[config.mk]
export PLATFORM = sky130hd
export DESIGN_NAME = i2c_peripheral_flat
export DESIGN_NICKNAME = d
export VERILOG_FILES = /design/src/rtl/i2c_peripheral_if.sv /design/src/rtl/i2c_peripheral.sv /design/src/flat_wrapper.sv
export SDC_FILE = /design/constraint.sdc
export NUM_CORES = 1
export LEC_CHECK = 0
export CELL_PAD_IN_SITES_DETAIL_PLACEMENT = 1
export CELL_PAD_IN_SITES_GLOBAL_PLACEMENT = 2
export CORE_ASPECT_RATIO = 1.4
export CORE_MARGIN = 1.5
export CORE_UTILIZATION = 36
export CTS_CLUSTER_DIAMETER = 50
export DETAILED_ROUTE_END_ITERATION = 7
export HOLD_SLACK_MARGIN = 0.08
export PLACE_DENSITY = 0.85
export SYNTH_ARGS = -nofsm -noshare
export SYNTH_HDL_FRONTEND = slang
export SYNTH_SLANG_ARGS = --single-unit
[constraint.sdc]
create_clock -name clk -period 6.35 [get_ports clk]
set_clock_uncertainty 0.2 [all_clocks]
set_input_delay 0.9525 -clock clk [delete_from_list [all_inputs] [get_ports clk]]
set_output_delay 0.9525 -clock clk [all_outputs]
set_load 0.02 [all_outputs]
[src/rtl/i2c_peripheral_if.sv]
// Pin and register-file signals of the I2C target, bundled for a single port.
// The slave view belongs to the peripheral; the master view belongs to whatever drives the pins and serves registers.
interface i2c_peripheral_if;
    logic        scl_in;
    logic        sda_in;
    logic        sda_oe;
    logic [7:0]  reg_addr;
    logic [15:0] reg_wdata;
    logic        reg_we;
    logic        reg_re;
    logic [15:0] reg_rdata;
    logic        busy;

    modport slave (
        input  scl_in, sda_in, reg_rdata,
        output sda_oe, reg_addr, reg_wdata, reg_we, reg_re, busy
    );

    modport master (
        output scl_in, sda_in, reg_rdata,
        input  sda_oe, reg_addr, reg_wdata, reg_we, reg_re, busy
    );
endinterface

[src/rtl/i2c_peripheral.sv]
// I2C target for the two-byte register protocol: oversampled, glitch-filtered SCL/SDA,
// open-drain SDA drive and a 16-bit register-file port.
module i2c_peripheral #(
    parameter logic [6:0]  PERIPHERAL_ADDRESS = 7'h50,
    parameter int unsigned FILTER_LEN         = 3
) (
    input  logic            clk,
    input  logic            rst,
    i2c_peripheral_if.slave bus
);

    typedef enum logic [3:0] {
        IDLE, ADDR, ADDR_ACK, REG, REG_ACK, WR_BYTE, WR_ACK, RD_BYTE, RD_ACK, IGNORE
    } state_t;

    state_t                state, state_next;
    logic [1:0]            scl_sync, sda_sync;
    logic [FILTER_LEN-1:0] scl_hist, sda_hist;
    logic                  scl_f, sda_f, scl_prev, sda_prev;
    logic                  scl_rise, scl_fall, start_cond, stop_cond;

    logic [3:0]  bit_cnt, bit_cnt_next;
    logic [7:0]  shift, shift_next;
    logic [1:0]  byte_idx, byte_idx_next;
    logic [7:0]  byte_one, byte_one_next;
    logic [15:0] rd_shift, rd_shift_next;
    logic        rd_load;
    logic        sda_oe, sda_oe_next;
    logic        busy, busy_next;
    logic        reg_we, reg_we_next;
    logic        reg_re, reg_re_next;
    logic [7:0]  reg_addr, reg_addr_next;
    logic [15:0] reg_wdata, reg_wdata_next;

    // A filtered level only moves once FILTER_LEN consecutive synced samples agree.
    always_ff @(posedge clk) begin
        if (rst) begin
            scl_sync <= 2'b11;
            sda_sync <= 2'b11;
            scl_hist <= '1;
            sda_hist <= '1;
            scl_f    <= 1'b1;
            sda_f    <= 1'b1;
            scl_prev <= 1'b1;
            sda_prev <= 1'b1;
        end else begin
            // NOTE: non-blocking assignments so every flop samples the pre-edge value of its source.
            scl_sync <= {scl_sync[0], bus.scl_in};
            sda_sync <= {sda_sync[0], bus.sda_in};
            scl_hist <= (scl_hist << 1) | FILTER_LEN'(scl_sync[1]);
            sda_hist <= (sda_hist << 1) | FILTER_LEN'(sda_sync[1]);
            if (&scl_hist)       scl_f <= 1'b1;
            else if (~|scl_hist) scl_f <= 1'b0;
            if (&sda_hist)       sda_f <= 1'b1;
            else if (~|sda_hist) sda_f <= 1'b0;
            scl_prev <= scl_f;
            sda_prev <= sda_f;
        end
    end

    assign scl_rise   = scl_f & ~scl_prev;
    assign scl_fall   = ~scl_f & scl_prev;
    assign start_cond = scl_f & scl_prev & sda_prev & ~sda_f;
    assign stop_cond  = scl_f & scl_prev & ~sda_prev & sda_f;

    always_ff @(posedge clk) begin
        if (rst) begin
            state     <= IDLE;
            bit_cnt   <= '0;
            shift     <= '0;
            byte_idx  <= '0;
            byte_one  <= '0;
            rd_shift  <= '0;
            rd_load   <= 1'b0;
            sda_oe    <= 1'b0;
            busy      <= 1'b0;
            reg_we    <= 1'b0;
            reg_re    <= 1'b0;
            reg_addr  <= '0;
            reg_wdata <= '0;
        end else begin
            state     <= state_next;
            bit_cnt   <= bit_cnt_next;
            shift     <= shift_next;
            byte_idx  <= byte_idx_next;
            byte_one  <= byte_one_next;
            rd_shift  <= rd_shift_next;
            rd_load   <= reg_re;
            sda_oe    <= sda_oe_next;
            busy      <= busy_next;
            reg_we    <= reg_we_next;
            reg_re    <= reg_re_next;
            reg_addr  <= reg_addr_next;
            reg_wdata <= reg_wdata_next;
        end
    end

    always_comb begin
        // NOTE: every target gets a default first, so no path through this block infers a latch.
        state_next     = state;
        bit_cnt_next   = bit_cnt;
        shift_next     = shift;
        byte_idx_next  = byte_idx;
        byte_one_next  = byte_one;
        rd_shift_next  = rd_load ? bus.reg_rdata : rd_shift;
        sda_oe_next    = sda_oe;
        busy_next      = busy;
        reg_we_next    = 1'b0;
        reg_re_next    = 1'b0;
        reg_addr_next  = reg_addr;
        reg_wdata_next = reg_wdata;

        if (scl_rise && bit_cnt < 4'd8 && (state inside {ADDR, REG, WR_BYTE, RD_BYTE})) begin
            shift_next   = {shift[6:0], sda_f};
            bit_cnt_next = bit_cnt + 4'd1;
        end

        case (state)
            ADDR: if (scl_fall && bit_cnt == 4'd8) begin
                if (shift[7:1] == PERIPHERAL_ADDRESS) begin
                    sda_oe_next = 1'b1;
                    busy_next   = 1'b1;
                    state_next  = ADDR_ACK;
                end else begin
                    busy_next  = 1'b0;
                    state_next = IGNORE;
                end
            end
            ADDR_ACK: begin
                // Reads leave at the ACK rise so the register file has half a bit to answer.
                if (scl_rise && shift[0]) begin
                    reg_re_next   = 1'b1;
                    bit_cnt_next  = '0;
                    byte_idx_next = '0;
                    state_next    = RD_BYTE;
                end else if (scl_fall && !shift[0]) begin
                    sda_oe_next  = 1'b0;
                    bit_cnt_next = '0;
                    state_next   = REG;
                end
            end
            REG: if (scl_fall && bit_cnt == 4'd8) begin
                reg_addr_next = shift;
                sda_oe_next   = 1'b1;
                state_next    = REG_ACK;
            end
            REG_ACK: if (scl_fall) begin
                sda_oe_next   = 1'b0;
                bit_cnt_next  = '0;
                byte_idx_next = '0;
                state_next    = WR_BYTE;
            end
            WR_BYTE: if (scl_fall && bit_cnt == 4'd8) begin
                if (byte_idx == 2'd0) byte_one_next = shift;
                sda_oe_next = (byte_idx < 2'd2);
                state_next  = WR_ACK;
            end
            WR_ACK: if (scl_fall) begin
                sda_oe_next = 1'b0;
                if (byte_idx == 2'd1) begin
                    reg_wdata_next = {byte_one, shift};
                    reg_we_next    = 1'b1;
                end
                if (byte_idx != 2'd2) byte_idx_next = byte_idx + 2'd1;
                bit_cnt_next = '0;
                state_next   = WR_BYTE;
            end
            RD_BYTE: if (scl_fall) begin
                if (bit_cnt == 4'd0) begin
                    sda_oe_next = ~rd_shift[15];
                end else if (bit_cnt < 4'd8) begin
                    rd_shift_next = {rd_shift[14:0], 1'b0};
                    sda_oe_next   = ~rd_shift[14];
                end else begin
                    rd_shift_next = {rd_shift[14:0], 1'b0};
                    sda_oe_next   = 1'b0;
                    state_next    = RD_ACK;
                end
            end
            RD_ACK: if (scl_rise) begin
                if (!sda_f && byte_idx == 2'd0) begin
                    byte_idx_next = 2'd1;
                    bit_cnt_next  = '0;
                    state_next    = RD_BYTE;
                end else begin
                    state_next = IGNORE;
                end
            end
            IGNORE:  sda_oe_next = 1'b0;
            default: ;
        endcase

        // Bus conditions win over whatever the byte-level logic decided this cycle.
        if (stop_cond) begin
            state_next    = IDLE;
            sda_oe_next   = 1'b0;
            busy_next     = 1'b0;
            bit_cnt_next  = '0;
            byte_idx_next = '0;
        end else if (start_cond) begin
            state_next    = ADDR;
            sda_oe_next   = 1'b0;
            bit_cnt_next  = '0;
            byte_idx_next = '0;
        end
    end

    assign bus.sda_oe    = sda_oe;
    assign bus.busy      = busy;
    assign bus.reg_we    = reg_we;
    assign bus.reg_re    = reg_re;
    assign bus.reg_addr  = reg_addr;
    assign bus.reg_wdata = reg_wdata;

endmodule

[src/flat_wrapper.sv]
// flat-port wrapper written by rule: the top's interface ports become plain ports
module i2c_peripheral_flat 
#(
    parameter logic [6:0]  PERIPHERAL_ADDRESS = 7'h50,
    parameter int unsigned FILTER_LEN         = 3
)
  (clk, rst, bus_scl_in, bus_sda_in, bus_reg_rdata, bus_sda_oe, bus_reg_addr, bus_reg_wdata, bus_reg_we, bus_reg_re, bus_busy);
  i2c_peripheral_if bus_i ();
  input  logic clk;
  input  logic rst;
  input wire logic [$bits(bus_i.scl_in)-1:0] bus_scl_in;
  input wire logic [$bits(bus_i.sda_in)-1:0] bus_sda_in;
  input wire logic [$bits(bus_i.reg_rdata)-1:0] bus_reg_rdata;
  output wire logic [$bits(bus_i.sda_oe)-1:0] bus_sda_oe;
  output wire logic [$bits(bus_i.reg_addr)-1:0] bus_reg_addr;
  output wire logic [$bits(bus_i.reg_wdata)-1:0] bus_reg_wdata;
  output wire logic [$bits(bus_i.reg_we)-1:0] bus_reg_we;
  output wire logic [$bits(bus_i.reg_re)-1:0] bus_reg_re;
  output wire logic [$bits(bus_i.busy)-1:0] bus_busy;
  assign bus_i.scl_in = bus_scl_in;
  assign bus_i.sda_in = bus_sda_in;
  assign bus_i.reg_rdata = bus_reg_rdata;
  assign bus_sda_oe = bus_i.sda_oe;
  assign bus_reg_addr = bus_i.reg_addr;
  assign bus_reg_wdata = bus_i.reg_wdata;
  assign bus_reg_we = bus_i.reg_we;
  assign bus_reg_re = bus_i.reg_re;
  assign bus_busy = bus_i.busy;
  i2c_peripheral #(.PERIPHERAL_ADDRESS(PERIPHERAL_ADDRESS), .FILTER_LEN(FILTER_LEN)) u_core (.clk(clk), .rst(rst), .bus(bus_i));
endmodule
==> impl_metrics.ini, run 1 <==
[sta]
grt_setup_unrepaired = no
fin_tns_setup_ns = 0
finalSetupViolCount = 0
relSlewSlack = 0.265
tightest_slew_ns = 1.10
fmax_mhz = 343
period_needed_ns = 2.91
final_hold_viol_count = 0
slew_viol_final = 0
fin_crit_sh = 0.459

[worst_setup_path]
cp.required_ns = 6.33
crit_path_end_kind = register
crit_path_max_fanout = 18
slowest_delay_ns = 0.79
cpMaxStageDelayCell = a222oi_1
cp.arrival_ns = 2.90
startpoint_type = register
criticalPathCategory = reg2reg
crit_chain = or3b_4, o221a_1, a222oi_1, and3b_1, nor4_1

[clocking]
root_buffer = clkbuf_16
cts_setup_buffers = 0
clk_pin_slew_worst_paths_ns = 0.06
hold_buffers = 0
cts_made_buffers = 9
cts_tree = built
clockBufferDepth = 2
htree_levels = 3
clock-sinks = 85
clk_latency_ns = 0.34
cts_resized = 0

[global_routing]
grt_pass1_vias = 3019
grt_max_degree = 77
antenna_found_initial = 0
grt_pass1_wl_um = 15000
grtUsageTotal = 0.183
grt_overflow = 0

[power_and_ir_drop]
switching_share = 0.229
leakage_nw = 1.47
power.switching_mw = 0.248
p_per_area_mw_per_mm2 = 246
p_int_mw = 0.836
combPwrFrac = 0.047
pwr-share-clk = 0.448
ir_drop_v = 0.000154
power.share.sequential = 0.505

[routing]
postRouteAntennaNets = 0
vias = 2921
avgViaCountPerCell = 5.13
route.detailed.drc = 0
dr.pass1.iters = 4
routedWlPerCell_um = 15.6
wirelength_um = 8860
drtIter0Drc = 201

[floorplan]
die_x_um = 87.3
die_h_um = 121
ios = 48
die-area_mm2 = 0.0106
rows = 42
initial_core_util = 0.375
core_mm2 = 0.00956

[yosys]
synth_top_cell_area_share = 0.475
ys_types = 46
synth_cells = 399
syn_area_mm2 = 0.00358
synth_edf_count = 0
synth_top_cell_by_area = dfxtp_1
synthArstFlopShare = 0
synth.area.top_cells = dfxtp_1 48%, mux2i_1 12%, nor2_1 5.8%, nand2_1 4.3%, a211oi_1 4.0%
synthesis.nets = 424
yosysWarnings = 0
syn_area_per_cell_um2 = 8.98
ys_seq_area_frac = 0.475
synth_seq_cells = 85
dominantRegCellSynth = dfxtp_1

[hold_path]
hold_class = reg2reg

[layout]
final_nets = 458
diodes = 0
postLayoutCellArea_mm2 = 0.00440
final_common_cell = dfxtp_1
final_core_util = 0.460
final_cell_mix = 85 x dfxtp_1, 55 x nor2_1, 46 x clkdlybuf4s50_1
drive_gt1_frac = 0.0801
area_growth_pct = 22.9

[status]
outcome = complete, no violations

[placement]
dpl.hpwl_um = 6010
gp_congestion = 0.869
placed_cell_area_mm2 = 0.00413
portBuffers = 47

[flow_run]
maxCapViolCount = 0
layout make-up:
type	count	area [µm²]
Fill cell	1137	5160
Multi-Input combinational cell	279	1750
Sequential cell	85	1700
Timing Repair Buffer	50	488
Clock buffer	10	239
Tap cell	132	165
Clock inverter	5	35.0
Inverter	8	30.0
worst max-delay path: cells and delay by family, from the launching register on:
family | cells | cell delay, ns
simple gates | 3 | 0.81
compound gates | 2 | 1.02
flops | 1 | 0.73
logic make-up (layout without fill, tap and decap cells):
group                    Yosys count  count (layout)  share of synthesized area
AND/OR/NAND/NOR                  150             150                      0.199
multiplexers                      43              43                      0.120
buffers and inverters             35              73                     0.0391
XOR/XNOR                           3               3                    0.00734
flip-flops                        85              85                      0.475
adder cells (fa/ha/maj)            5               5                     0.0175
AO/OA/AOI/OAI                     78              78                      0.142
per-layer routing:
layer  GRT usage  wire length [µm]
met4      0.0794               181
met2       0.303              4290
met1       0.224              4090
met3      0.0422               303
met5           0                 0
through the flow:
| stage | hold WS [ns] | setup WS, ns | instances | power (mW) |
|---|---|---|---|---|
| after detailed placement | 0.198 | 3.51 | 554 | 0.609 |
| final | 0.207 | 3.44 | 569 | 1.08 |
| after global routing | 0.213 | 3.28 | 569 | 1.12 |
| after floorplan | 0.189 | 4.11 | 399 | 0.588 |
| after global placement | 0.192 | 3.60 | 554 | 0.608 |
| after CTS | 0.211 | 3.49 | 569 | 1.10 |
state kept, by name, summed over array words and instances (netlist names), 2 cells and up:
| name | cells |
|---|---|
| u_core.shift | 8 |
| u_core.bus.reg_wdata | 16 |
| u_core.byte_one | 8 |
| u_core.scl_hist | 3 |
| u_core.state | 4 |
| u_core.rd_shift | 16 |
| u_core.sda_hist | 3 |
| u_core.scl_sync | 2 |
| u_core.bit_cnt | 4 |
| u_core.sda_sync | 2 |
| u_core.byte_idx | 2 |
| u_core.bus.reg_addr | 8 |
synthesized netlist by cell type (2+ instances only):
library cell	count
buf_2	4
a21o_1	3
o21bai_1	4
nor2b_1	6
inv_1	8
nand2b_1	4
buf_1	3
o21ai_0	8
and4b_1	2
clkbuf_1	19
nor4b_1	2
nor2_1	55
nor3b_1	4
ha_1	5
nand3_1	9
o31ai_1	2
o21a_1	3
mux2i_1	43
dfxtp_1	85
nand2_1	41
a211oi_1	19
or2_2	13
xnor2_1	2
nor3_1	5
a311oi_1	2
a21oi_1	27
a31oi_1	2
power groups by stage:
stage               registers [mW]  logic [mW]  clock network, mW
floorplan                    0.551      0.0371                  0
global placement             0.558      0.0500                  0
detailed placement           0.559      0.0506                  0
CTS                          0.547      0.0510              0.500
global route                 0.548      0.0552              0.518
finish                       0.547      0.0508              0.486
final timing paths:
kind	end	slack, ns	from	cells after the start
max	u_core.state[0]$_SDFFE_PP0P_	3.44	u_core.state[3]$_SDFFE_PP0P_	5
min	u_core.sda_hist[0]$_SDFF_PP1_	0.21	u_core.sda_sync[1]$_SDFF_PP1_	1
max reg2reg	u_core.state[0]$_SDFFE_PP0P_	3.44	u_core.state[3]$_SDFFE_PP0P_	5
min reg2reg	u_core.sda_hist[0]$_SDFF_PP1_	0.21	u_core.sda_sync[1]$_SDFF_PP1_	1
Power figures use the tool's default switching activity.
==> run 2: changes to the inputs <==
--- a/config.mk
+++ b/config.mk
@@ -9,11 +9,11 @@
 export CELL_PAD_IN_SITES_GLOBAL_PLACEMENT = 2
 export CORE_ASPECT_RATIO = 1.4
 export CORE_MARGIN = 1.5
-export CORE_UTILIZATION = 36
+export CORE_UTILIZATION = 33
 export CTS_CLUSTER_DIAMETER = 50
 export DETAILED_ROUTE_END_ITERATION = 7
 export HOLD_SLACK_MARGIN = 0.08
-export PLACE_DENSITY = 0.85
+export PLACE_DENSITY = 0.79
 export SYNTH_ARGS = -nofsm -noshare
 export SYNTH_HDL_FRONTEND = slang
 export SYNTH_SLANG_ARGS = --single-unit
==> constraint.sdc (replaced) <==
create_clock -name clk -period 3.1 [get_ports clk]
set_clock_uncertainty 0.2 [all_clocks]
set_input_delay 0.465 -clock clk [delete_from_list [all_inputs] [get_ports clk]]
set_output_delay 0.465 -clock clk [all_outputs]
set_load 0.02 [all_outputs]
==> run 2 against run 1 <==
  * First-iteration DRC count down 19%
  * Highest routed layer unchanged
  * Global-route usage fell by 0.65 points
  * Non-clock buffer count rose by 5
  * Flip-flop and latch count is the same
  * Count of clock-buffer cells in the layout is the same
  * Register-to-register slack lost 2.7 ns
==> impl_metrics.ini, run 2 (synthesis results as in run 1) <==
[layout]
final_core_util = 0.430
diodes = 0
top_regs = u_core.bus.reg_wdata: 16 flops, u_core.rd_shift: 16 flops
final_common_cell = dfxtp_1
fillers = 1227
final_cell_mix = 85 x dfxtp_1, 55 x nor2_1, 46 x clkdlybuf4s50_1
final_nets = 463
area_growth_pct = 25.6
drive_gt1_frac = 0.0903

[power_and_ir_drop]
p_per_area_mw_per_mm2 = 537
power.switching_mw = 0.547
combPwrFrac = 0.049
p_int_mw = 1.87
pwr-share-clk = 0.490
ir_drop_v = 0.000293
power.share.sequential = 0.461
leakage_nw = 1.51
switching_share = 0.226
finalPower_mw = 2.42

[floorplan]
die_x_um = 91.1
ios = 48
initial_core_util = 0.342
die-area_mm2 = 0.0115
core_mm2 = 0.0105
die_h_um = 126
rows = 44

[sta]
final_hold_viol_count = 0
fin_ws_ns = 0.754
period_needed_ns = 2.35
grt_setup_unrepaired = no
tightest_slew_ns = 0.925
slew_viol_final = 0
relSlewSlack = 0.383
fin_crit_sh = 0.757
finalSetupViolCount = 0
fmax_mhz = 426
fin_tns_setup_ns = 0

[routing]
wirelength_um = 9390
route.detailed.drc = 0
dr.pass1.iters = 5
routedWlPerCell_um = 16.2
avgViaCountPerCell = 5.10
vias = 2963
drtIter0Drc = 162
postRouteAntennaNets = 0

[worst_setup_path]
criticalPathCategory = reg2reg
cpMaxStageDelayCell = dfxtp_1
crit_path_end_kind = register
startpoint_type = register
cp.arrival_ns = 2.40
crit_path_max_fanout = 19
cp.required_ns = 3.16
slowest_delay_ns = 0.75
crit_chain = and2_1, o211ai_1, a222oi_1, buf_4, nor2_1, a211oi_1

[clocking]
htree_levels = 3
root_buffer = clkbuf_16
cts_made_buffers = 9
clock-sinks = 85
clockBufferDepth = 2
cts_setup_buffers = 0
cts_tree = built
hold_buffers = 0
clk_latency_ns = 0.34
clk_pin_slew_worst_paths_ns = 0.07
cts_resized = 0

[placement]
portBuffers = 47
dp_slack_ns = 0.749
dpl.hpwl_um = 6310
gp_congestion = 0.870

[global_routing]
grt_overflow = 0
grt_max_degree = 47
grt_pass1_wl_um = 16200
grtUsageTotal = 0.176
grt_pass1_vias = 3189
antenna_found_initial = 0

[flow_run]
maxCapViolCount = 0

[hold_path]
hold_class = reg2reg

[status]
outcome = complete, no violations
==> run 2: cell count changes in the layout (fill, tap and decap cells not counted) <==
| cell | delta |
|---|---|
| inv_8 | +1 |
| clkinvlp_4 | +1 |
| bufinv_16 | +2 |
| clkbuf_1 | +1 |
| inv_6 | -1 |
| clkbuf_8 | -1 |
| clkinv_2 | -2 |
| buf_4 | +5 |
==> run 2: final cells by class <==
cell class / instances / area (µm²) / share of cell area
Tap cell: 138 / 173 / 0.0384
Clock inverter: 6 / 95.1 / 0.0211
Timing Repair Buffer: 55 / 526 / 0.117
Sequential cell: 85 / 1700 / 0.378
Clock buffer: 10 / 229 / 0.0509
Multi-Input combinational cell: 279 / 1750 / 0.388
Inverter: 8 / 30.0 / 0.00667
==> run 2: worst max-delay path, delay by kind of cell (launching register included) <==
kind            cells  cell delay [ns]
compound gates      3             0.71
buf+inv             1             0.21
flops               1             0.75
simple gates        2             0.39
==> run 2: per-layer routing <==
metal  global-route usage  share of wire
met1                0.215           0.45
met2                0.304           0.50
met3               0.0453          0.040
met4               0.0515          0.015
met5                    0              0
==> run 2: worst paths after layout <==
check | slack [ns] | cells after the start | endpoint | start
setup / recovery | 0.75 | 6 | u_core.state[1]$_SDFFE_PP0P_ | u_core.state[2]$_SDFFE_PP0P_
setup reg to reg | 0.75 | 6 | u_core.state[1]$_SDFFE_PP0P_ | u_core.state[2]$_SDFFE_PP0P_
hold / removal | 0.21 | 1 | u_core.sda_sync[1]$_SDFF_PP1_ | u_core.sda_sync[0]$_SDFF_PP1_
hold reg to reg | 0.21 | 1 | u_core.sda_sync[1]$_SDFF_PP1_ | u_core.sda_sync[0]$_SDFF_PP1_
==> run 2: power groups by stage <==
stage               Sequential [mW]  Combinational, mW  Clock (mW)
floorplan                      1.13             0.0760           0
global placement               1.14              0.117           0
detailed placement             1.14              0.119           0
CTS                            1.11              0.120        1.21
global route                   1.11              0.131        1.25
finish                         1.11              0.118        1.18
==> run 2: metrics by stage <==
step                hold WS, ns  instance area (µm²)  std cells
floorplan                 0.189                 3580        399
global placement          0.193                 4180        565
detailed placement        0.195                 4180        565
CTS                       0.210                 4500        581
global route              0.221                 4500        581
finish                    0.207                 4500        581
==> run 3: changes to the inputs <==
--- a/config.mk
+++ b/config.mk
@@ -9,11 +9,11 @@
 export CELL_PAD_IN_SITES_GLOBAL_PLACEMENT = 2
 export CORE_ASPECT_RATIO = 1.4
 export CORE_MARGIN = 1.5
-export CORE_UTILIZATION = 33
+export CORE_UTILIZATION = 30
 export CTS_CLUSTER_DIAMETER = 50
 export DETAILED_ROUTE_END_ITERATION = 7
 export HOLD_SLACK_MARGIN = 0.08
-export PLACE_DENSITY = 0.79
+export PLACE_DENSITY = 0.76
 export SYNTH_ARGS = -nofsm -noshare
 export SYNTH_HDL_FRONTEND = slang
 export SYNTH_SLANG_ARGS = --single-unit
==> constraint.sdc (replaced) <==
create_clock -name clk -period 2 [get_ports clk]
set_clock_uncertainty 0.2 [all_clocks]
set_input_delay 0.3 -clock clk [delete_from_list [all_inputs] [get_ports clk]]
set_output_delay 0.3 -clock clk [all_outputs]
set_load 0.02 [all_outputs]
==> run 3 against run 2 <==
  * Fmax up 18%
  * Largest power group is now registers
  * Critical path depth unchanged
  * Register-to-register slack got worse by 0.75 ns
==> impl_metrics.ini, run 3 (synthesis results as in run 1) <==
[clocking]
cts_setup_buffers = 0
clk_pin_slew_worst_paths_ns = 0.07
hold_buffers = 0
clk_latency_ns = 0.34
root_buffer = clkbuf_16
clockBufferDepth = 2
cts_tree = built
clock-sinks = 85
htree_levels = 3
cts_made_buffers = 9

[global_routing]
grt_overflow = 0
grt_pass1_wl_um = 15800
grt_pass1_vias = 3197
grtUsageTotal = 0.161
grt_max_degree = 76
antenna_found_initial = 0

[sta]
slew_viol_final = 0
fin_ws_ns = 0.00404
tightest_slew_ns = 0.422
finalSetupViolCount = 0
period_needed_ns = 2.00
fin_crit_sh = 0.998
relSlewSlack = 0.714
fmax_mhz = 501
grt_setup_unrepaired = yes
hold-worst-slack_ns = 0.215
final_hold_viol_count = 0
fin_tns_setup_ns = 0

[worst_setup_path]
criticalPathCategory = reg2reg
cp.arrival_ns = 2.01
crit_path_max_fanout = 7
cpMaxStageDelayCell = or3b_4
crit_path_end_kind = register
cp.required_ns = 2.01
crit_chain = or3b_4, o221a_1, a222oi_1, buf_4, mux2i_1, nor2_1
slowest_delay_ns = 0.38
startpoint_type = register

[layout]
diodes = 0
drive_gt1_frac = 0.191
final_cells = 623
area_growth_pct = 35.5
fillers = 1369
final_cell_mix = 80 x dfxtp_1, 54 x nor2_1, 46 x clkdlybuf4s50_1
final_nets = 497
final_common_cell = dfxtp_1
top_regs = u_core.bus.reg_wdata: 16 flops, u_core.rd_shift: 16 flops

[power_and_ir_drop]
finalPower_mw = 3.64
p_int_mw = 2.79
switching_share = 0.234
p_per_area_mw_per_mm2 = 750
power.share.sequential = 0.470
combPwrFrac = 0.063
ir_drop_v = 0.000485
pwr-share-clk = 0.467
leakage_nw = 1.71
power.switching_mw = 0.852

[routing]
dr.pass1.iters = 4
route.detailed.drc = 0
routedWlPerCell_um = 15.4
vias = 3082
postRouteAntennaNets = 0
wirelength_um = 9610
avgViaCountPerCell = 4.95
drtIter0Drc = 99

[floorplan]
initial_core_util = 0.305
ios = 48
core_mm2 = 0.0118
rows = 47
die_h_um = 132
die_x_um = 95.4
die-area_mm2 = 0.0126

[placement]
gp_congestion = 0.831
placed_cells = 609
portBuffers = 47
dpl.hpwl_um = 6780
dp_slack_ns = -0.0605

[hold_path]
hold_class = reg2reg

[flow_run]
maxCapViolCount = 0

[status]
outcome = complete, no violations
-- run 3: cell count changes in the layout (fill, tap and decap cells not counted), moves of 2 or more --
cell	change
inv_1	-2
nor2b_1	-3
dfxtp_1	-5
inv_2	+2
nor3b_1	-2
nor2b_2	+2
nor3b_2	+2
dfxtp_2	+5
buf_4	+29
buf_12	+4
-- run 3: critical path, delay by kind of cell, from the launching register on --
kind | cells | cell delay [ns]
and+or+nand+nor | 2 | 0.43
AOI/OAI and AO/OA | 2 | 0.49
DFF | 1 | 0.34
muxes | 1 | 0.19
buffers and inverters | 1 | 0.21
-- run 3: area by class of cell --
cell class              count  area, µm²  area share
inverters                   8       30.0     0.00619
multi-input cells         279       1800       0.371
repair buffers             89        835       0.172
clock inverters             6       72.6      0.0150
clock buffers               9        225      0.0464
well taps                 147        184      0.0379
flip-flops and latches     85       1710       0.352
-- run 3: layer usage --
metal	GRT usage	routed length, µm
met2	0.290	5000
met5	0	0
met3	0.0433	385
met4	0.0448	159
met1	0.180	4060
-- run 3: metrics by stage --
stage | util | cell area, µm²
finish | 0.413 | 4850
global route | 0.413 | 4850
CTS | 0.410 | 4820
detailed placement | 0.383 | 4500
global placement | 0.383 | 4500
floorplan | - | 3600
-- run 3: timing repair --
item	in CTS	in global routing
pin swaps	3	1
gates resized for setup	7	12
endpoints found under the setup margin	11	37
-- run 3: power groups by stage --
stage	sequential [mW]	combinational, mW	clock [mW]
floorplan	1.75	0.119	0
global placement	1.75	0.224	0
detailed placement	1.75	0.226	0
CTS	1.71	0.228	1.75
global route	1.71	0.250	1.81
finish	1.71	0.229	1.70
-- run 3: final timing paths --
check                                startpoint                       endpoint  slack, ns  cells past startpoint
setup reg to reg   u_core.state[2]$_SDFFE_PP0P_   u_core.state[2]$_SDFFE_PP0P_      0.004                      6
hold reg to reg   u_core.scl_sync[0]$_SDFF_PP1_  u_core.scl_sync[1]$_SDFF_PP1_       0.22                      1
hold / removal    u_core.scl_sync[0]$_SDFF_PP1_  u_core.scl_sync[1]$_SDFF_PP1_       0.22                      1
setup / recovery   u_core.state[2]$_SDFFE_PP0P_   u_core.state[2]$_SDFFE_PP0P_      0.004                      6
